[src/rtl/pll_reset_sequencer_if.sv]
// Signal bundle between the PLL reset sequencer and the PLL / system reset tree.
// The master modport is the sequencer side; the slave modport is the PLL/system side.
interface pll_reset_sequencer_if;
  logic       pll_locked;
  logic       pll_rst;
  logic       sys_rst;
  logic [2:0] state;
  logic [7:0] lock_lost_cnt;

  modport master (
    input  pll_locked,
    output pll_rst,
    output sys_rst,
    output state,
    output lock_lost_cnt
  );

  modport slave (
    output pll_locked,
    input  pll_rst,
    input  sys_rst,
    input  state,
    input  lock_lost_cnt
  );
endinterface

[src/rtl/pll_reset_sequencer.sv]
// Filters the raw PLL lock into a system reset that releases only after stable lock.
// Define PLL_LOCK_TIMEOUT_EN to pulse pll_rst when lock does not arrive in time.
module pll_reset_sequencer #(
  parameter int unsigned LOCK_STABLE_CYCLES = 1024,
  parameter int unsigned RESET_HOLD_CYCLES  = 16,
  parameter int unsigned LOSS_FILTER_CYCLES = 4,
  parameter int unsigned TIMEOUT_CYCLES     = 250000,
  parameter int unsigned PLL_RST_CYCLES     = 32
) (
  input logic                   clk,
  input logic                   rst,
  pll_reset_sequencer_if.master io
);

  typedef enum logic [2:0] {
    WAIT_LOCK = 3'd0,
    STABLE    = 3'd1,
    HOLD      = 3'd2,
    RUN       = 3'd3,
    PLL_RST   = 3'd4
  } state_t;

  localparam int unsigned MAX_A = (LOCK_STABLE_CYCLES > RESET_HOLD_CYCLES) ?
                                  LOCK_STABLE_CYCLES : RESET_HOLD_CYCLES;
  localparam int unsigned MAX_B = (MAX_A > LOSS_FILTER_CYCLES) ? MAX_A : LOSS_FILTER_CYCLES;
`ifdef PLL_LOCK_TIMEOUT_EN
  localparam int unsigned MAX_C = (MAX_B > TIMEOUT_CYCLES) ? MAX_B : TIMEOUT_CYCLES;
  localparam int unsigned MAX_P = (MAX_C > PLL_RST_CYCLES) ? MAX_C : PLL_RST_CYCLES;
`else
  localparam int unsigned MAX_P = MAX_B;
`endif
  localparam int unsigned CW = $clog2(MAX_P) + 1;

  if (LOCK_STABLE_CYCLES < 1 || RESET_HOLD_CYCLES < 1 || LOSS_FILTER_CYCLES < 1 ||
      TIMEOUT_CYCLES < 1 || PLL_RST_CYCLES < 1) begin : g_param_check
    $error("pll_reset_sequencer: all cycle parameters must be >= 1");
  end

  logic [1:0]    sync_q;
  logic          locked_s;
  state_t        state_q, state_d;
  logic [CW-1:0] cnt_q, cnt_d;
  logic          sys_rst_q, sys_rst_d;
  logic [7:0]    lost_q, lost_d;

  assign locked_s = sync_q[1];

  always_comb begin
    state_d = state_q;
    cnt_d   = cnt_q + CW'(1);
    lost_d  = lost_q;
    case (state_q)
      WAIT_LOCK: begin
        if (locked_s) state_d = STABLE;
`ifdef PLL_LOCK_TIMEOUT_EN
        else if (cnt_q == CW'(TIMEOUT_CYCLES - 1)) state_d = PLL_RST;
`else
        else cnt_d = cnt_q;
`endif
      end
      STABLE: begin
        if (!locked_s) state_d = WAIT_LOCK;
        else if (cnt_q == CW'(LOCK_STABLE_CYCLES - 1)) state_d = HOLD;
      end
      HOLD: begin
        if (!locked_s) state_d = WAIT_LOCK;
        else if (cnt_q == CW'(RESET_HOLD_CYCLES - 1)) state_d = RUN;
      end
      RUN: begin
        // In RUN the shared counter measures the current run of unlocked cycles.
        if (locked_s) begin
          cnt_d = '0;
        end else if (cnt_q == CW'(LOSS_FILTER_CYCLES - 1)) begin
          state_d = WAIT_LOCK;
          if (lost_q != '1) lost_d = lost_q + 8'd1;
        end
      end
      PLL_RST: begin
`ifdef PLL_LOCK_TIMEOUT_EN
        if (cnt_q == CW'(PLL_RST_CYCLES - 1)) state_d = WAIT_LOCK;
`else
        state_d = WAIT_LOCK;
`endif
      end
      default: state_d = WAIT_LOCK;
    endcase
    if (state_d != state_q) cnt_d = '0;
    sys_rst_d = (state_d != RUN);
  end

  always_ff @(posedge clk) begin
    if (rst) begin
      sync_q    <= '0;
      state_q   <= WAIT_LOCK;
      cnt_q     <= '0;
      sys_rst_q <= 1'b1;
      lost_q    <= '0;
    end else begin
      sync_q    <= {sync_q[0], io.pll_locked};
      state_q   <= state_d;
      cnt_q     <= cnt_d;
      sys_rst_q <= sys_rst_d;
      lost_q    <= lost_d;
    end
  end

`ifdef PLL_LOCK_TIMEOUT_EN
  logic pll_rst_q, pll_rst_d;
  assign pll_rst_d = (state_d == PLL_RST);
  always_ff @(posedge clk) begin
    if (rst) pll_rst_q <= 1'b0;
    else     pll_rst_q <= pll_rst_d;
  end
  assign io.pll_rst = pll_rst_q;
`else
  assign io.pll_rst = 1'b0;
`endif

  assign io.sys_rst       = sys_rst_q;
  assign io.state         = state_q;
  assign io.lock_lost_cnt = lost_q;

endmodule
[src/flat_wrapper.sv]
// flat-port wrapper written by rule: the top's interface ports become plain ports
module pll_reset_sequencer_flat 
#(
  parameter int unsigned LOCK_STABLE_CYCLES = 1024,
  parameter int unsigned RESET_HOLD_CYCLES  = 16,
  parameter int unsigned LOSS_FILTER_CYCLES = 4,
  parameter int unsigned TIMEOUT_CYCLES     = 250000,
  parameter int unsigned PLL_RST_CYCLES     = 32
)
  (clk, rst, io_pll_locked, io_pll_rst, io_sys_rst, io_state, io_lock_lost_cnt);
  pll_reset_sequencer_if io_i ();
  input logic clk;
  input logic rst;
  input wire logic [$bits(io_i.pll_locked)-1:0] io_pll_locked;
  output wire logic [$bits(io_i.pll_rst)-1:0] io_pll_rst;
  output wire logic [$bits(io_i.sys_rst)-1:0] io_sys_rst;
  output wire logic [$bits(io_i.state)-1:0] io_state;
  output wire logic [$bits(io_i.lock_lost_cnt)-1:0] io_lock_lost_cnt;
  assign io_i.pll_locked = io_pll_locked;
  assign io_pll_rst = io_i.pll_rst;
  assign io_sys_rst = io_i.sys_rst;
  assign io_state = io_i.state;
  assign io_lock_lost_cnt = io_i.lock_lost_cnt;
  pll_reset_sequencer #(.LOCK_STABLE_CYCLES(LOCK_STABLE_CYCLES), .RESET_HOLD_CYCLES(RESET_HOLD_CYCLES), .LOSS_FILTER_CYCLES(LOSS_FILTER_CYCLES), .TIMEOUT_CYCLES(TIMEOUT_CYCLES), .PLL_RST_CYCLES(PLL_RST_CYCLES)) u_core (.clk(clk), .rst(rst), .io(io_i));
endmodule
[config.mk]
export PLATFORM = sky130hd
export DESIGN_NAME = pll_reset_sequencer_flat
export DESIGN_NICKNAME = d
export VERILOG_FILES = /design/src/rtl/pll_reset_sequencer_if.sv /design/src/rtl/pll_reset_sequencer.sv /design/src/flat_wrapper.sv
export SDC_FILE = /design/constraint.sdc
export NUM_CORES = 1
export LEC_CHECK = 0
export CAP_MARGIN = 20
export CORE_UTILIZATION = 59
export CTS_CLUSTER_SIZE = 14
export DETAILED_ROUTE_END_ITERATION = 12
export PLACE_DENSITY = 0.84
export SYNTH_ARGS = -nofsm -noshare
export SYNTH_HDL_FRONTEND = slang
export SYNTH_SLANG_ARGS = --single-unit
[constraint.sdc]
create_clock -name clk -period 4.67 [get_ports clk]
set_input_delay 1.401 -clock clk [delete_from_list [all_inputs] [get_ports clk]]
set_output_delay 1.401 -clock clk [all_outputs]
set_load 0.02 [all_outputs]
== Word-level counts from Yosys, hierarchy flattened ==
Cells that the tools add are included.
Operators by class
  $add $sub $neg: 2
  eq/ne operators: 10
  mux-type cells: 11
  bitwise logic cells: 1
  reduce and logical (&&, ||, !) cells: 3
Operators by type and width (number)
  $mux 11: 2
  $pmux 11 s2: 1
  $mux 3: 7
  $pmux 3 s4: 1
  $add 11x1->11 const B: 1
  $eq 11x10->1 const B: 1
  $eq 11x2->1 const B: 1
  $eq 11x4->1 const B: 1
  $add 8x1->8 const B: 1
  $ne 8x8->1 const B: 1
  $eq 3x2->1 const B: 2
  $reduce_and 4->1: 1
  $eq 3x1->1 const B: 1
  $logic_not 3->1: 1
  $ne 3x2->1 const B: 1
  $ne 3x3->1: 1
  $ne 2x1->1 const B: 1
  $reduce_or 2->1: 1
  $not 1->1: 1
Storage, ports and cells
  register bits after elaboration: 25
  input port bits: 3
  output and inout port bits: 13
  word-level logic and storage cells: 32

== Logic depth before layout (Yosys ltp) ==
Gate-level depths: netlist of run 1.
  depth in word-level cells: 6
  mapped depth: 6
  gate-level depth less buffers: 5

== Worst setup path before layout of run 1 ==
Ideal clock, no wire load.
  path kind: input -> register
  start point: input port rst
  end point: register u_core.lost_q[2] (netlist: u_core.io.lock_lost_cnt[2])
  library setup time: 131 ps
  arrival time: 1999 ps
  data required time: 4539 ps
  path slack: 2540 ps
  stages: 4
  buffers on the path: 1
  cells stage by stage: clkbuf_1 inv_1 o311ai_1 o41ai_1
RTL lines
  start: declaration: line flat_wrapper.sv:13  | input logic rst;
  end signal: assignment: line pll_reset_sequencer.sv:103  | lost_q <= lost_d;
  end: declaration: line pll_reset_sequencer.sv:44  | logic [7:0] lost_q, lost_d;

== Worst setup path after layout of run 1 ==
  start point: register u_core.state_q[1] (netlist: u_core.io.state[1])
  end point: output port io_state[1]
RTL lines
  start: declaration: line pll_reset_sequencer.sv:41  | state_t state_q, state_d;
  start signal: assignment: line pll_reset_sequencer.sv:100  | state_q <= state_d;
  end: declaration: line flat_wrapper.sv:17  | output wire logic [$bits(io_i.state)-1:0] io_state;
No word-level cell between the ends.

==> flow_metrics.env, run 1 <==
export IMPL_synth_edf_count=0
export IMPL_holdCritPathClass="flip-flop to flip-flop"
export IMPL_period_minus_slack_ns=2.96
export IMPL_finalInstanceArea_um2=1530
export IMPL_yosysWarningCount=0
export IMPL_syn_area_per_cell_um2=9.14
export IMPL_ir_worst_vdd_mv=0.152
export IMPL_critPathMaxStageDelay_ns=0.68
export IMPL_max_freq_mhz=338
export IMPL_instances_no_fill=189
export IMPL_dr_pass1_iters=4
export IMPL_whs_endpoint="u_core.sync_q[1]$_SDFF_PP0_"
export IMPL_cts_root_buf="clkbuf_4"
export IMPL_cts_repair_resized=0
export IMPL_status="completed"
export IMPL_p_leak_nw=0.480
export IMPL_nets=167
export IMPL_wire_per_inst_um=13.9
export IMPL_grt_pass1_vias=1037
export IMPL_antenna_found_initial=0
export IMPL_dieWidth_um=50.1
export IMPL_hp_start="u_core.sync_q[0]$_SDFF_PP0_"
export IMPL_post_route_period_util_pct=63.3
export IMPL_ctsHtreeMaxLevel=1
export IMPL_r2r_slack_ns=2.48
export IMPL_finalSetupTns_ns=0
export IMPL_grtUsageTotal_pct=23.3
export IMPL_setup_violations=0
export IMPL_placed_cells=185
export IMPL_drc=0
export IMPL_arrival_ns=1.56
export IMPL_via_count=1155
export IMPL_endpoint_kind="output port"
export IMPL_start_util_pct=62.2
export IMPL_ys_seq_area_share_pct=36.7
export IMPL_drive_gt1_share_pct=13.0
export IMPL_yosysTopAreaCellShare_pct=36.7
export IMPL_cap_viol_max_count=0
export IMPL_crit_family="buffers and inverters"
export IMPL_vias_per_cell=6.11
export IMPL_syn_to_final_growth_pct=12.3
export IMPL_ys_ff_latch=25
export IMPL_numPortBuffers=14
export IMPL_ys_types=46
export IMPL_pin_count=16
export IMPL_cts_tree="done"
export IMPL_min_path_cells=1
export IMPL_cts_setup_buffers=0
export IMPL_die_y_um=50.1
export IMPL_wl_mm=2.63
export IMPL_hpwl_mm=1.89
export IMPL_grt_max_degree=16
export IMPL_cp_slowest_cell="clkdlybuf4s50_1"
export IMPL_grt_pass1_wl_mm=4.53
export IMPL_cellPowerDensity_nw_per_um2=217
export IMPL_cp_start_kind="flip-flop"
export IMPL_crit_path_max_fanout=12
export IMPL_worstPathRequired_ns=3.27
export IMPL_yosys_area_top_type="dfxtp_1"
export IMPL_hold_violations=0
export IMPL_worst_pin_slew_ns=0.735
export IMPL_yosysMostFrequentCell="dfxtp_1"
export IMPL_clockBufferDepth=2
export IMPL_dieArea_um2=2510
export IMPL_gp_congestion=0.827
export IMPL_whs_ns=0.466
export IMPL_postSynth_asyncResetShare_pct=0
export IMPL_timing_rr_start="u_core.cnt_q[0]$_SDFFE_PP0P_"
export IMPL_cts_reportedPaths_clkPinSlew_ns=0.13
export IMPL_antenna_cells=0
export IMPL_crit_start="u_core.io.state[1]$_SDFF_PP0_"
export IMPL_synth_commonest_cells="25 x dfxtp_1, 14 x nand2_1, 9 x nor3_2, 7 x nand3_1, 7 x xnor2_1"
export IMPL_finalMaxSlewViolations=0
export IMPL_path_class="flip-flop to output port"
export IMPL_cts_sinks=25
export IMPL_grt_overflow=0
export IMPL_place_area_um2=1500
export IMPL_synthCells=149
export IMPL_r2r_end="u_core.io.lock_lost_cnt[6]$_SDFFE_PP0P_"
export IMPL_path_cells="clkdlybuf4s50_1"
export IMPL_final_antenna_net_count=0
export IMPL_synth_ff_type="dfxtp_1"
export IMPL_rr_worst_depth=5
export IMPL_critPathBufInv=1
export IMPL_rsz0062_at_grt="false"
export IMPL_slew_headroom_pct=50.6
export IMPL_yosys_top_cells_area="dfxtp_1 37%, nor3_2 6.6%, xnor2_1 4.5%"
export IMPL_clk_latency_ns=0.31
export IMPL_core_um2=2190
export IMPL_rows=17
export IMPL_drtIter0Drc=23
export IMPL_hold_buffers=0
export IMPL_cts_inserted_buffers=3
export IMPL_finalClockSkew_ns=0.00298
export IMPL_netlist_area_um2=1360
==> power breakdown <==
part | internal (mW) | leakage (nW) | switching (mW)
clock network | 0.0333 | 0.0150 | 0.0623
logic | 0.00635 | 0.262 | 0.0116
registers | 0.215 | 0.202 | 0.00297
total | 0.255 | 0.480 | 0.0769
==> layer usage <==
| metal | part of all wire, % | vias up | wire length, um | track usage [%] |
|---|---|---|---|---|
| li1 | - | 587 | - | - |
| met1 | 49 | 553 | 1280 | 29.4 |
| met2 | 49 | 13 | 1290 | 40.0 |
| met3 | 1.6 | 2 | 43 | 3.70 |
| met4 | 0.53 | 0 | 14 | 7.14 |
| met5 | 0 | - | 0 | 0 |
==> flip-flops by register name (all words and copies together), names as in the netlist <==
name	cells
u_core.cnt_q	11
u_core.io.lock_lost_cnt	8
u_core.io.state	3
u_core.io.sys_rst	1
u_core.sync_q	2
==> logic make-up after synthesis <==
group	share of synthesized area, %
flip-flops	36.7
other	0.275
AND/OR/NAND/NOR	38.0
multiplexers	0.735
buffers and inverters	4.41
XOR/XNOR	5.79
adder cells (fa/ha/maj)	1.84
AO/OA/AOI/OAI	12.2
==> cell usage in the layout (no fill, tap or decap), types with 3 or more instances in the layout <==
cell and instances:
dfxtp_1 25, nand2_1 14, clkdlybuf4s50_1 14, nor3_2 9, nand3_1 7, xnor2_1 7, or4_1 6, a21oi_1 6
nor2_1 5, o21ai_0 5, and3_1 4, inv_1 4, nor4_1 4, nand4_1 3, nor3_1 3, nor2b_1 3
o41ai_1 3, clkbuf_4 3
==> worst max path at each step <==
stage	cells after the start	end	slack [ns]
finish	1	io_state[1]	1.71
global route	1	io_state[1]	1.64
global placement	4	u_core.cnt_q[10]$_SDFFE_PP0P_	1.85
floorplan	4	u_core.io.lock_lost_cnt[2]$_SDFFE_PP0P_	2.54
CTS	1	io_state[1]	1.71
detailed placement	4	u_core.cnt_q[10]$_SDFFE_PP0P_	1.77
==> final cells by class <==
class / instances / area [um^2]
inverter: 4 / 15.0
timing repair buffer: 15 / 148
tap: 28 / 35.0
sequential: 25 / 500
multi-input combinational: 113 / 806
fill: 177 / 661
clock buffer: 4 / 26.3
==> per-stage QoR <==
stage / power (mW) / util, % / setup WS [ns]
after global placement: 0.240 / 68.6 / 1.85
final: 0.332 / 69.8 / 1.71
after detailed placement: 0.241 / 68.6 / 1.77
after floorplan: 0.236 / - / 2.54
after CTS: 0.334 / 69.8 / 1.71
after global routing: 0.345 / 69.8 / 1.64
(Power assumes the default switching activity.)
==> inputs of run 2 (changes only) <==
--- a/config.mk
+++ b/config.mk
@@ -6,10 +6,10 @@
 export NUM_CORES = 1
 export LEC_CHECK = 0
 export CAP_MARGIN = 20
-export CORE_UTILIZATION = 59
+export CORE_UTILIZATION = 54
 export CTS_CLUSTER_SIZE = 14
 export DETAILED_ROUTE_END_ITERATION = 12
-export PLACE_DENSITY = 0.84
+export PLACE_DENSITY = 0.77
 export SYNTH_ARGS = -nofsm -noshare
 export SYNTH_HDL_FRONTEND = slang
 export SYNTH_SLANG_ARGS = --single-unit
==> constraint.sdc (replaced) <==
create_clock -name clk -period 3.05 [get_ports clk]
set_input_delay 0.915 -clock clk [delete_from_list [all_inputs] [get_ports clk]]
set_output_delay 0.915 -clock clk [all_outputs]
set_load 0.02 [all_outputs]
==> run 2 against run 1 <==
Compared with the run above: die area is 8.9% higher; core utilization down 3.2 points; non-clock buffer count unchanged; via count grew 1.1%; worst setup slack got worse by 1.1 ns; critical path depth did not move; global-route usage shrank 0.50 points.
==> flow_metrics.env, run 2 (synthesis gave the netlist of run 1 again) <==
export IMPL_status="completed"
export IMPL_fin_util_pct=66.6
export IMPL_r2r_slack_ns=0.82
export IMPL_core_um2=2300
export IMPL_via_count=1168
export IMPL_whs_endpoint="u_core.sync_q[1]$_SDFF_PP0_"
export IMPL_power_switching_uw=116
export IMPL_antenna_cells=0
export IMPL_max_freq_mhz=407
export IMPL_hp_start="u_core.sync_q[0]$_SDFF_PP0_"
export IMPL_cts_sinks=25
export IMPL_cts_inserted_buffers=3
export IMPL_hpwl_mm=2.08
export IMPL_fillCellCount=211
export IMPL_grt_pass1_wl_mm=4.63
export IMPL_multi_input_area_um2=806
export IMPL_path_cells="clkdlybuf4s50_1"
export IMPL_cp_start_kind="flip-flop"
export IMPL_rows=17
export IMPL_finalClockSkew_ns=0.0133
export IMPL_critPathMaxStageDelay_ns=0.68
export IMPL_cts_setup_buffers=0
export IMPL_dr_pass1_iters=4
export IMPL_timing_rr_start="u_core.cnt_q[0]$_SDFFE_PP0P_"
export IMPL_setup_violations=0
export IMPL_top_register="u_core.cnt_q"
export IMPL_drtIter0Drc=23
export IMPL_crit_family="buffers and inverters"
export IMPL_r2r_end="u_core.io.lock_lost_cnt[6]$_SDFFE_PP0P_"
export IMPL_wire_per_inst_um=15.1
export IMPL_place_area_um2=1500
export IMPL_period_minus_slack_ns=2.46
export IMPL_pin_count=16
export IMPL_switching_share_pct=22.9
export IMPL_cts_reportedPaths_clkPinSlew_ns=0.12
export IMPL_vias_per_cell=6.18
export IMPL_holdCritPathClass="flip-flop to flip-flop"
export IMPL_grt_overflow=0
export IMPL_final_antenna_net_count=0
export IMPL_ir_worst_vdd_mv=0.284
export IMPL_rsz0062_at_grt="false"
export IMPL_hold_violations=0
export IMPL_dp_slack_ns=0.683
export IMPL_numPortBuffers=14
export IMPL_rr_worst_depth=5
export IMPL_start_util_pct=59.3
export IMPL_drc=0
export IMPL_worst_pin_slew_ns=0.793
export IMPL_cts_root_buf="clkbuf_4"
export IMPL_placed_cells=185
export IMPL_path_class="flip-flop to output port"
export IMPL_cap_viol_max_count=0
export IMPL_fin_ws_ns=0.593
export IMPL_cellPowerDensity_nw_per_um2=330
export IMPL_nets=167
export IMPL_cp_slowest_cell="clkdlybuf4s50_1"
export IMPL_clk_latency_ns=0.31
export IMPL_finalSetupTns_ns=0
export IMPL_largest_reg_flops=11
export IMPL_instances_no_fill=189
export IMPL_p_clk_share_pct=28.4
export IMPL_endpoint_kind="output port"
export IMPL_grtUsageTotal_pct=22.8
export IMPL_crit_path_max_fanout=12
export IMPL_hold_buffers=0
export IMPL_syn_to_final_growth_pct=12.3
export IMPL_internal_power_uw=390
export IMPL_finalMaxSlewViolations=0
export IMPL_finalInstanceArea_um2=1530
export IMPL_gp_congestion=0.798
export IMPL_cts_tree="done"
export IMPL_p_leak_nw=0.480
export IMPL_clockBufferDepth=2
export IMPL_critPathBufInv=1
export IMPL_worstPathRequired_ns=2.13
export IMPL_final_common_cell="dfxtp_1"
export IMPL_post_route_period_util_pct=80.5
export IMPL_antenna_found_initial=0
export IMPL_p_seq_share_pct=66.1
export IMPL_ctsHtreeMaxLevel=1
export IMPL_slew_headroom_pct=46.7
export IMPL_die_y_um=52.2
export IMPL_cts_repair_resized=0
export IMPL_drive_gt1_share_pct=13.0
export IMPL_layout_common_cells="25 x dfxtp_1, 14 x nand2_1, 14 x clkdlybuf4s50_1"
export IMPL_dieWidth_um=52.2
export IMPL_grt_max_degree=16
export IMPL_arrival_ns=1.54
export IMPL_dieArea_um2=2730
export IMPL_wl_mm=2.86
export IMPL_seqCellArea_um2=500
export IMPL_pwr_share_comb_pct=5.5
export IMPL_min_path_cells=1
export IMPL_grt_pass1_vias=1071
==> run 2: cell counts in the layout (fill, tap and decap cells not counted) <==
Identical to the previous run, type by type.
==> run 2: power groups by stage <==
| stage | logic [mW] | clock network (mW) | registers [mW] |
|---|---|---|---|
| finish | 0.0280 | 0.144 | 0.334 |
| global route | 0.0302 | 0.166 | 0.335 |
| CTS | 0.0277 | 0.150 | 0.334 |
| detailed placement | 0.0277 | 0 | 0.341 |
| global placement | 0.0272 | 0 | 0.341 |
| floorplan | 0.0216 | 0 | 0.340 |
==> run 2: stage by stage <==
step	hold slack [ns]	power, mW
floorplan	0.414	0.361
global placement	0.429	0.368
detailed placement	0.440	0.369
CTS	0.466	0.512
global route	0.484	0.531
finish	0.465	0.505
==> run 2: layer usage <==
| metal | up-vias | routed length, um | global-route usage [%] |
|---|---|---|---|
| met4 | 0 | 40 | 8.33 |
| li1 | 582 | - | - |
| met5 | - | 0 | 0 |
| met2 | 23 | 1350 | 38.0 |
| met1 | 559 | 1390 | 29.1 |
| met3 | 4 | 79 | 4.35 |
==> run 2: worst max-delay path by stage <==
stage / start / endpoint / cells after the start
3_5_place_dp: rst / u_core.cnt_q[10]$_SDFFE_PP0P_ / 4
5_1_grt: u_core.io.state[1]$_SDFF_PP0_ / io_state[1] / 1
2_1_floorplan: u_core.cnt_q[0]$_SDFFE_PP0P_ / u_core.cnt_q[2]$_SDFFE_PP0P_ / 6
6_report: u_core.io.state[1]$_SDFF_PP0_ / io_state[1] / 1
4_1_cts: u_core.io.state[1]$_SDFF_PP0_ / io_state[1] / 1
3_3_place_gp: rst / u_core.cnt_q[10]$_SDFFE_PP0P_ / 4
==> run 2: final cells by class <==
type                    instances  area share, %
multi-input cells             113           52.7
clock buffers                   4           1.72
repair buffers                 15           9.65
flip-flops and latches         25           32.7
well taps                      28           2.29
inverters                       4          0.981
